===== config.mk =====
export PLATFORM = sky130hd
export DESIGN_NAME = layer_mac_sched_flat
export DESIGN_NICKNAME = d
export VERILOG_FILES = /design/src/rtl/layer_mac_sched_if.sv /design/src/rtl/layer_mac_sched.sv /design/src/flat_wrapper.sv
export SDC_FILE = /design/constraint.sdc
export NUM_CORES = 1
export LEC_CHECK = 0
export ABC_CLOCK_PERIOD_IN_PS = 19200
export BUFFER_PORTS_ARGS = -buffer_cell sky130_fd_sc_hd__clkbuf_2
export CAP_MARGIN = 0
export CORE_ASPECT_RATIO = 0.5
export CORE_UTILIZATION = 40
export DETAILED_ROUTE_END_ITERATION = 8
export PLACE_DENSITY = 0.7
export SLEW_MARGIN = 10
export SYNTH_ARGS = -nofsm -noshare
export SYNTH_HDL_FRONTEND = slang
export SYNTH_SLANG_ARGS = --single-unit

===== constraint.sdc =====
create_clock -name clk -period 19.2 [get_ports clk]
set_input_delay 0.96 -clock clk [delete_from_list [all_inputs] [get_ports clk]]
set_output_delay 0.96 -clock clk [all_outputs]
set_load 0.01 [all_outputs]

===== src/rtl/layer_mac_sched_if.sv =====
// Stream, ROM and result signals of the layer MAC scheduler, bundled for port use.
// master = surrounding environment, slave = scheduler.
interface layer_mac_sched_if #(
    parameter int N_IN = 15,
    parameter int DW   = 24,
    parameter int WAW  = 9,
    parameter int BAW  = 5
);
    logic                 in_valid;
    logic                 in_ready;
    logic [N_IN*DW-1:0]   in_data;
    logic [WAW-1:0]       w_addr;
    logic [DW-1:0]        w_data;
    logic [BAW-1:0]       b_addr;
    logic [DW-1:0]        b_data;
    logic                 out_valid;
    logic                 out_ready;
    logic [DW-1:0]        out_data;
    logic [BAW-1:0]       out_idx;
    logic                 layer_done;

    modport master (
        output in_valid, in_data, w_data, b_data, out_ready,
        input  in_ready, w_addr, b_addr, out_valid, out_data, out_idx, layer_done
    );

    modport slave (
        input  in_valid, in_data, w_data, b_data, out_ready,
        output in_ready, w_addr, b_addr, out_valid, out_data, out_idx, layer_done
    );
endinterface


===== src/rtl/layer_mac_sched.sv =====
// Time-multiplexed fully-connected layer: one shared MAC, neurons evaluated in turn.
// Optional LAYER_MAC_BUSY_CNT_EN adds a saturating busy_cycles counter.
//
// state | meaning
// IDLE  | waiting for an input vector (in_ready=1)
// MAC   | N_IN+1 cycles: issue weight reads, accumulate bias + w*a
// EMIT  | activated result held on out_* until accepted
module layer_mac_sched #(
    parameter int N_IN  = 15,
    parameter int N_OUT = 32,
    parameter int DW    = 24,
    parameter int WAW   = 9,
    parameter int BAW   = 5
) (
    input  logic              clk,
    input  logic              reset,
    layer_mac_sched_if.slave  bus
`ifdef LAYER_MAC_BUSY_CNT_EN
    ,
    output logic [31:0]       busy_cycles
`endif
);
    localparam int CW = $clog2(N_IN + 1);
    localparam int AW = (N_IN > 1) ? $clog2(N_IN) : 1;

    typedef enum logic [1:0] {IDLE, MAC, EMIT} state_t;

    state_t          state_q, state_d;
    logic [CW-1:0]   c_q, c_d;
    logic [BAW-1:0]  o_q, o_d;
    logic [DW-1:0]   acc_q, acc_d;
    logic [7:0]      act_q, act_d;
    logic            out_valid_q, out_valid_d;
    logic            layer_done_q, layer_done_d;
    logic            in_ready_q, in_ready_d;
    logic [WAW-1:0]  w_addr_q, w_addr_d;
    logic [BAW-1:0]  b_addr_q, b_addr_d;
    logic            latch;
    logic [DW-1:0]   vec_q [N_IN];
    logic [AW-1:0]   a_idx;
    logic [DW-1:0]   a_sel;
    logic [DW-1:0]   prod;

    function automatic logic [7:0] activate(input logic [DW-1:0] a);
        if (a[DW-1])
            return 8'd0;
        else if (a > DW'(4096))
            return 8'hFF;
        else
            return a[12:5];
    endfunction

    // Weight arriving in MAC cycle c belongs to activation c-1.
    always_comb begin
        a_idx = (c_q == '0) ? '0 : AW'(c_q - CW'(1));
        a_sel = vec_q[a_idx];
        prod  = bus.w_data * a_sel;
    end

    always_comb begin
        state_d      = state_q;
        c_d          = c_q;
        o_d          = o_q;
        acc_d        = acc_q;
        act_d        = act_q;
        out_valid_d  = out_valid_q;
        layer_done_d = 1'b0;
        in_ready_d   = 1'b0;
        w_addr_d     = w_addr_q;
        b_addr_d     = b_addr_q;
        latch        = 1'b0;

        case (state_q)
            IDLE: begin
                in_ready_d = 1'b1;
                if (bus.in_valid && in_ready_q) begin
                    latch      = 1'b1;
                    in_ready_d = 1'b0;
                    o_d        = '0;
                    c_d        = '0;
                    w_addr_d   = '0;
                    b_addr_d   = '0;
                    state_d    = MAC;
                end
            end
            MAC: begin
                c_d = c_q + CW'(1);
                if (c_q < CW'(N_IN - 1))
                    w_addr_d = w_addr_q + WAW'(1);
                if (c_q == CW'(1))
                    acc_d = bus.b_data + prod;
                else if (c_q >= CW'(2))
                    acc_d = acc_q + prod;
                if (c_q == CW'(N_IN)) begin
                    c_d         = '0;
                    act_d       = activate(acc_d);
                    out_valid_d = 1'b1;
                    state_d     = EMIT;
                end
            end
            EMIT: begin
                if (bus.out_ready) begin
                    out_valid_d = 1'b0;
                    if (o_q == BAW'(N_OUT - 1)) begin
                        layer_done_d = 1'b1;
                        state_d      = IDLE;
                    end else begin
                        // Weights are laid out neuron-major, so the next neuron
                        // starts right after the last address issued.
                        o_d      = o_q + BAW'(1);
                        w_addr_d = w_addr_q + WAW'(1);
                        b_addr_d = o_q + BAW'(1);
                        c_d      = '0;
                        state_d  = MAC;
                    end
                end
            end
            default: state_d = IDLE;
        endcase
    end

    always_ff @(posedge clk or negedge reset) begin
        if (!reset) begin
            state_q      <= IDLE;
            c_q          <= '0;
            o_q          <= '0;
            acc_q        <= '0;
            act_q        <= '0;
            out_valid_q  <= 1'b0;
            layer_done_q <= 1'b0;
            in_ready_q   <= 1'b0;
            w_addr_q     <= '0;
            b_addr_q     <= '0;
            for (int k = 0; k < N_IN; k++)
                vec_q[k] <= '0;
        end else begin
            state_q      <= state_d;
            c_q          <= c_d;
            o_q          <= o_d;
            acc_q        <= acc_d;
            act_q        <= act_d;
            out_valid_q  <= out_valid_d;
            layer_done_q <= layer_done_d;
            in_ready_q   <= in_ready_d;
            w_addr_q     <= w_addr_d;
            b_addr_q     <= b_addr_d;
            if (latch) begin
                for (int k = 0; k < N_IN; k++)
                    vec_q[k] <= bus.in_data[k*DW +: DW];
            end
        end
    end

`ifdef LAYER_MAC_BUSY_CNT_EN
    always_ff @(posedge clk or negedge reset) begin
        if (!reset)
            busy_cycles <= '0;
        else if (state_q != IDLE && busy_cycles != '1)
            busy_cycles <= busy_cycles + 32'd1;
    end
`endif

    assign bus.in_ready   = in_ready_q;
    assign bus.out_valid  = out_valid_q;
    assign bus.out_data   = {{(DW-8){1'b0}}, act_q};
    assign bus.out_idx    = o_q;
    assign bus.layer_done = layer_done_q;
    assign bus.w_addr     = w_addr_q;
    assign bus.b_addr     = b_addr_q;
endmodule


===== src/flat_wrapper.sv =====
// flat-port wrapper written by rule: the top's interface ports become plain ports
module layer_mac_sched_flat 
#(
    parameter int N_IN  = 15,
    parameter int N_OUT = 32,
    parameter int DW    = 24,
    parameter int WAW   = 9,
    parameter int BAW   = 5
)
  (clk, reset, bus_in_valid, bus_in_data, bus_w_data, bus_b_data, bus_out_ready, bus_in_ready, bus_w_addr, bus_b_addr, bus_out_valid, bus_out_data, bus_out_idx, bus_layer_done);
  layer_mac_sched_if #(.N_IN(N_IN), .DW(DW), .WAW(WAW), .BAW(BAW)) bus_i ();
  input  logic clk;
  input  logic reset;
  input wire logic [$bits(bus_i.in_valid)-1:0] bus_in_valid;
  input wire logic [$bits(bus_i.in_data)-1:0] bus_in_data;
  input wire logic [$bits(bus_i.w_data)-1:0] bus_w_data;
  input wire logic [$bits(bus_i.b_data)-1:0] bus_b_data;
  input wire logic [$bits(bus_i.out_ready)-1:0] bus_out_ready;
  output wire logic [$bits(bus_i.in_ready)-1:0] bus_in_ready;
  output wire logic [$bits(bus_i.w_addr)-1:0] bus_w_addr;
  output wire logic [$bits(bus_i.b_addr)-1:0] bus_b_addr;
  output wire logic [$bits(bus_i.out_valid)-1:0] bus_out_valid;
  output wire logic [$bits(bus_i.out_data)-1:0] bus_out_data;
  output wire logic [$bits(bus_i.out_idx)-1:0] bus_out_idx;
  output wire logic [$bits(bus_i.layer_done)-1:0] bus_layer_done;
  assign bus_i.in_valid = bus_in_valid;
  assign bus_i.in_data = bus_in_data;
  assign bus_i.w_data = bus_w_data;
  assign bus_i.b_data = bus_b_data;
  assign bus_i.out_ready = bus_out_ready;
  assign bus_in_ready = bus_i.in_ready;
  assign bus_w_addr = bus_i.w_addr;
  assign bus_b_addr = bus_i.b_addr;
  assign bus_out_valid = bus_i.out_valid;
  assign bus_out_data = bus_i.out_data;
  assign bus_out_idx = bus_i.out_idx;
  assign bus_layer_done = bus_i.layer_done;
  layer_mac_sched #(.N_IN(N_IN), .N_OUT(N_OUT), .DW(DW), .WAW(WAW), .BAW(BAW)) u_core (.clk(clk), .reset(reset), .bus(bus_i));
endmodule

==> results of run 1 <==
-- per-layer routing --
| layer | up-vias | GRT usage, % | routed length, µm |
|---|---|---|---|
| met5 | - | 0 | 71 |
| met1 | 12438 | 30.36 | 38690 |
| met2 | 996 | 41.98 | 48590 |
| li1 | 10947 | - | - |
| met4 | 12 | 16.49 | 6380 |
| met3 | 281 | 4.566 | 6727 |
-- registers in the layout, indices dropped and copies added, names as in the netlist --
| name | flops |
|---|---|
| u_core.vec_q | 360 |
| u_core.acc_q | 24 |
| u_core.bus.w_addr | 9 |
| u_core.act_q | 8 |
| u_core.bus.out_idx | 5 |
| u_core.c_q | 4 |
| u_core.state_q | 2 |
| u_core.bus.in_ready | 1 |
| u_core.bus.layer_done | 1 |
| u_core.bus.out_valid | 1 |
-- placed cells by master (no fill, tap or decap), types with 20 or more instances in the layout --
| cell | instances |
|---|---|
| xnor2_1 | 63 |
| diode_2 | 21 |
| o21ai_0 | 90 |
| a21o_1 | 33 |
| a21oi_1 | 110 |
| clkbuf_16 | 42 |
| mux2i_1 | 38 |
| fa_1 | 215 |
| clkbuf_2 | 440 |
| o21a_1 | 22 |
| a22oi_1 | 20 |
| a221oi_1 | 24 |
| ha_1 | 142 |
| dfrtp_1 | 414 |
| nand3_1 | 36 |
| xor2_1 | 21 |
| nor2_1 | 92 |
| mux2_2 | 379 |
| nand2_1 | 273 |
| inv_1 | 318 |
| nor3_1 | 33 |
| and2_1 | 144 |
| buf_4 | 34 |
| o22ai_1 | 31 |
| nand2b_1 | 21 |
| a211oi_1 | 21 |
-- cell usage after synthesis, drive strengths merged, types with 6 or more instances --
master / number
a211o: 11
a211oi: 22
a21boi: 11
a21o: 34
a21oi: 114
a221o: 10
a221oi: 24
a22o: 10
a22oi: 20
a31oi: 20
and2: 144
and3: 12
buf: 77
clkbuf: 110
dfrtp: 415
fa: 215
ha: 142
inv: 319
mux2: 380
mux2i: 39
nand2: 276
nand2b: 21
nand3: 37
nand4: 6
nor2: 96
nor2b: 19
nor3: 34
nor3b: 7
o211ai: 15
o21a: 22
o21ai: 103
o21bai: 8
o221ai: 10
o22ai: 31
o31ai: 10
or2: 6
or3: 12
xnor2: 64
xnor3: 7
xor2: 21
-- stage by stage --
step,hold WS [ns],instances
floorplan,0.4701,3026
global placement,0.4767,4337
detailed placement,0.4839,4337
CTS,0.4070,4411
global route,0.4321,4430
finish,0.3843,4432
-- area by class of cell --
cell class	instances	share of cell area [%]
Clock inverter	22	0.8171
Tap cell	1022	3.584
Inverter	319	3.356
Timing Repair Buffer	476	6.986
Clock buffer	52	3.275
Multi-Input combinational cell	2105	52.72
Antenna cell	21	0.1473
Sequential cell	415	29.12
-- how the worst min path moves through the flow --
stage                                              from                            end  slack, ns  cells past startpoint
after floorplan           u_core.vec_q[165]$_DFFE_PN0P_  u_core.vec_q[165]$_DFFE_PN0P_       0.47                      1
after global placement      u_core.act_q[5]$_DFFE_PN0P_    u_core.act_q[5]$_DFFE_PN0P_       0.48                      2
after detailed placement    u_core.act_q[7]$_DFFE_PN0P_    u_core.act_q[7]$_DFFE_PN0P_       0.48                      2
after CTS                                         reset  u_core.vec_q[294]$_DFFE_PN0P_       0.41                      1
after global routing                              reset  u_core.vec_q[307]$_DFFE_PN0P_       0.43                      1
final                                             reset  u_core.vec_q[294]$_DFFE_PN0P_       0.38                      1
-- logic make-up after synthesis --
family,count (synthesis),share of synthesized area [%]
other cells,1,0.01204
fa+ha+maj,357,19.53
flops,415,33.35
mux,420,15.07
simple gates,687,10.78
xor+xnor,92,2.925
compound gates,533,11.69
buf+inv,506,6.653
==> impl_metrics.json, run 1 <==
{
  "grt_max_degree": 183,
  "syn_avg_cell_area_um2": 10.34,
  "nFillCells": 7101,
  "layout.area.seq_um2": 10390,
  "grt_pass1_wl_um": 151400,
  "seq_area_frac_synth_pct": 33.35,
  "route.detailed.wl_per_inst_um": 22.67,
  "endpoint": "u_core.act_q[1]$_DFFE_PN0P_",
  "critPathSlowestCell": "a31oi_2",
  "path_depth": 39,
  "syn-instance-count": 3011,
  "drt-initial-drc-count": 2009,
  "timing.rr.end": "u_core.act_q[1]$_DFFE_PN0P_",
  "grt_overflow": 0,
  "detail_route.first_pass.iterations": 9,
  "clockBufferDepth": 3,
  "grtUsageTotal_pct": 25.25,
  "grt_pass1_vias": 25380,
  "synth_area_leaders": "dfrtp_1 33%, fa_1 14%, mux2_2 14%, ha_1 5.7%, inv_1 3.8%",
  "worst_slew_pin_slew_ns": 1.246,
  "ys_async_sr_fraction_pct": 100.0,
  "slew_viol_final": 0,
  "multiInputGateArea_um2": 18810,
  "synthFlopType": "dfrtp_1",
  "vias_per_cell": 5.567,
  "fin_ws_ns": 6.417,
  "cap_viol_max_count": 0,
  "finalCoreUtilization_pct": 46.86,
  "cts_setup_buffers": 0,
  "status": "complete, but fails checks",
  "tns_ns": 0,
  "slowest_delay_ns": 0.95,
  "worstRegToRegCells": 39,
  "antenna_found_initial": 26,
  "wirelength_um": 100500,
  "ios": 458,
  "design.core.area_um2": 76130,
  "synth_edf_count": 0,
  "pre_cts_ws_ns": 6.633,
  "cts_hold_buf": 0,
  "critPathLaunch": "u_core.c_q[0]$_DFFE_PN0P_",
  "arrival_ns": 13.24,
  "yosys_register_bits": 415,
  "die-height_um": 199.3,
  "cp.required_ns": 19.66,
  "cts_sinks": 415,
  "critPathMaxFanout": 42,
  "syn2layout_area_growth_pct": 14.56,
  "cp_num_buf_inv": 6,
  "ff2ff_setup_slack_ns": 6.42,
  "postCtsResizedCells": 0,
  "hp-class": "input port to asynchronous set/reset pin",
  "final.setup_skew_ns": 0.02274,
  "clk_transition_reported_paths_ns": 0.07,
  "nNetsFinal": 4127,
  "min_period_ns": 12.78,
  "ant_nets": 0,
  "cts_tree": "built",
  "setup_viol": 0,
  "hpwl_um": 76250,
  "synth_top_area_share_pct": 33.35,
  "critPathTopFamily": "compound AO/OA/AOI/OAI gates",
  "gp_congestion": 0.9107,
  "die_w_um": 396.6,
  "critPathLaunchType": "flop",
  "path_class": "flop to flop",
  "stdcell_area_um2": 35680,
  "placed_cell_area_um2": 34170,
  "ys_types": 97,
  "htreeDepth": 2,
  "yosys.area.top_type": "dfrtp_1",
  "rows": 71,
  "max-slew-margin-rel_pct": 16.65,
  "worst_setup_path_end_kind": "flop",
  "cts-root-buf": "clkbuf_16",
  "hold_viol_final": 0,
  "vias": 24674,
  "yosys_warnings": 0,
  "die_area_um2": 79050,
  "fmax_mhz": 78.23,
  "violations": "DRC",
  "drc": 12,
  "port_buffers": 441,
  "start_util_pct": 40.91,
  "rr_startpoint": "u_core.c_q[0]$_DFFE_PN0P_",
  "cts_inserted_buffers": 41,
  "rsz0062_at_grt": "no",
  "timing.final.crit_share_pct": 66.58,
  "drive_gt1_share_pct": 28.68,
  "clk_latency_ns": 0.60,
  "syn_area_um2": 31140
}
Power of run 1 is not shown: default switching activity piles up to over one toggle a cycle in this logic, so the estimate is an artifact.
==> inputs of run 2 (changes only) <==
ABC_CLOCK_PERIOD_IN_PS = 12800   (was 19200)
clock period = 12.8 ns   (was 19.2 ns; I/O delays follow)
==> impl_metrics.json, run 2 (same netlist as run 1, synthesis figures left out) <==
{
  "status": "complete, but fails checks",
  "violations": "DRC",
  "syn2layout_area_growth_pct": 14.90,
  "drc": 12,
  "setup_viol": 0,
  "grt_pass1_wl_um": 150200,
  "vias": 24525,
  "clockBufferDepth": 3,
  "grt_overflow": 0,
  "arrival_ns": 12.12,
  "timing.rr.end": "u_core.act_q[3]$_DFFE_PN0P_",
  "crit_top_cell": "inv_1",
  "hp-class": "input port to asynchronous set/reset pin",
  "dp.cells": 4345,
  "grtUsageTotal_pct": 24.95,
  "cts_setup_buffers": 0,
  "cts_sinks": 415,
  "grt_util_met3_pct": 4.525,
  "rsz0062_at_grt": "no",
  "timing.final.crit_share_pct": 91.16,
  "port_buffers": 441,
  "postCtsResizedCells": 0,
  "start_util_pct": 40.91,
  "path_class": "flop to flop",
  "design.core.area_um2": 76130,
  "critPathMaxFanout": 39,
  "die-height_um": 199.3,
  "slowest_delay_ns": 0.82,
  "grtUsageMet2_pct": 42.92,
  "ant_nets": 0,
  "ios": 458,
  "max-slew-margin-rel_pct": 17.83,
  "tns_ns": 0,
  "nNetsFinal": 4136,
  "final_common_cell": "clkbuf_2",
  "route.detailed.wl_per_inst_um": 22.35,
  "drt-initial-drc-count": 1921,
  "rows": 71,
  "critPathSlowestCell": "a21o_2",
  "final.setup_skew_ns": 0.01963,
  "die_w_um": 396.6,
  "hpwl_um": 76110,
  "antenna_found_initial": 41,
  "final_cell_mix": "440 x clkbuf_2, 414 x dfrtp_1, 379 x mux2_2",
  "cts_tree": "built",
  "met1_usage_pct": 29.21,
  "clk_transition_reported_paths_ns": 0.06,
  "detail_route.first_pass.iterations": 7,
  "min_period_ns": 11.67,
  "cap_viol_max_count": 0,
  "vias_per_cell": 5.503,
  "htreeDepth": 2,
  "cts_hold_buf": 0,
  "die_area_um2": 79050,
  "grt_max_degree": 169,
  "finalCoreUtilization_pct": 47.00,
  "cts-root-buf": "clkbuf_16",
  "largest_reg_flops": 360,
  "top_usage_layer": "met2",
  "worstRegToRegCells": 45,
  "clk_latency_ns": 0.58,
  "gp_congestion": 0.9144,
  "rr_startpoint": "u_core.c_q[1]$_DFFE_PN0P_",
  "finalNonFillerCells": 4457,
  "fmax_mhz": 85.70,
  "cts_inserted_buffers": 42,
  "critPathLaunchType": "flop",
  "worst_slew_pin_slew_ns": 1.233,
  "worst_setup_path_end_kind": "flop",
  "slew_viol_final": 0,
  "cp.required_ns": 13.25,
  "grt_pass1_vias": 25435,
  "wirelength_um": 99630,
  "drive_gt1_share_pct": 28.70,
  "ff2ff_setup_slack_ns": 1.13,
  "hold_viol_final": 0,
  "largest-register": "u_core.vec_q"
}
==> run 2: cell count changes in the layout (fill, tap and decap cells not counted), sizes merged <==
cell / change
clkinvlp: -1
buf: +8
diode: +13
clkinv: -2
clkbuf: +6
bufinv: +1
==> run 2: metrics by stage <==
| step | hold WS, ns | setup slack [ns] | area [µm²] |
|---|---|---|---|
| 2_1_floorplan | 0.3444 | 1.720 | 31200 |
| 3_3_place_gp | 0.4828 | 1.471 | 34220 |
| 3_5_place_dp | 0.4874 | 1.232 | 34220 |
| 4_1_cts | 0.1622 | 1.184 | 35700 |
| 5_1_grt | 0.1830 | 0.3388 | 35770 |
| 6_report | 0.1351 | 1.132 | 35780 |
==> run 2: critical path: cells and delay by family, from the launching register on <==
family                     cells  cell delay (ns)
adders and majority gates     10             3.91
AOI/OAI and AO/OA             20             4.95
buffers and inverters          8             0.94
DFF                            1             0.59
and+or+nand+nor                6             0.81
xor gates and xnor gates       1             0.29
==> run 2: final cells by class <==
type	instances	area, µm²
diodes	34	85.08
inverters	319	1197
clock buffers	58	1192
well taps	1022	1279
clock inverters	20	284.0
multi-input cells	2105	18800
fillers	7027	40350
repair buffers	484	2552
flip-flops and latches	415	10390
==> run 2: worst max-delay path by stage <==
| stage | from | endpoint | slack, ns | depth (start not counted) |
|---|---|---|---|---|
| 3_5_place_dp | u_core.c_q[1]$_DFFE_PN0P_ | u_core.act_q[1]$_DFFE_PN0P_ | 1.23 | 45 |
| 4_1_cts | u_core.c_q[1]$_DFFE_PN0P_ | u_core.act_q[2]$_DFFE_PN0P_ | 1.18 | 45 |
| 5_1_grt | u_core.c_q[1]$_DFFE_PN0P_ | u_core.act_q[2]$_DFFE_PN0P_ | 0.34 | 44 |
| 2_1_floorplan | u_core.c_q[0]$_DFFE_PN0P_ | u_core.acc_q[23]$_DFFE_PN0P_ | 1.72 | 51 |
| 6_report | u_core.c_q[1]$_DFFE_PN0P_ | u_core.act_q[3]$_DFFE_PN0P_ | 1.13 | 45 |
| 3_3_place_gp | u_core.c_q[1]$_DFFE_PN0P_ | u_core.act_q[6]$_DFFE_PN0P_ | 1.47 | 45 |
==> run 2: layer usage <==
metal | vias to the layer above | part of all wire, %
met5 | - | 0.11
met4 | 20 | 5.9
met3 | 296 | 6.2
met2 | 870 | 50
met1 | 12364 | 38
li1 | 10975 | -
Power of run 2 is left out for the same reason.
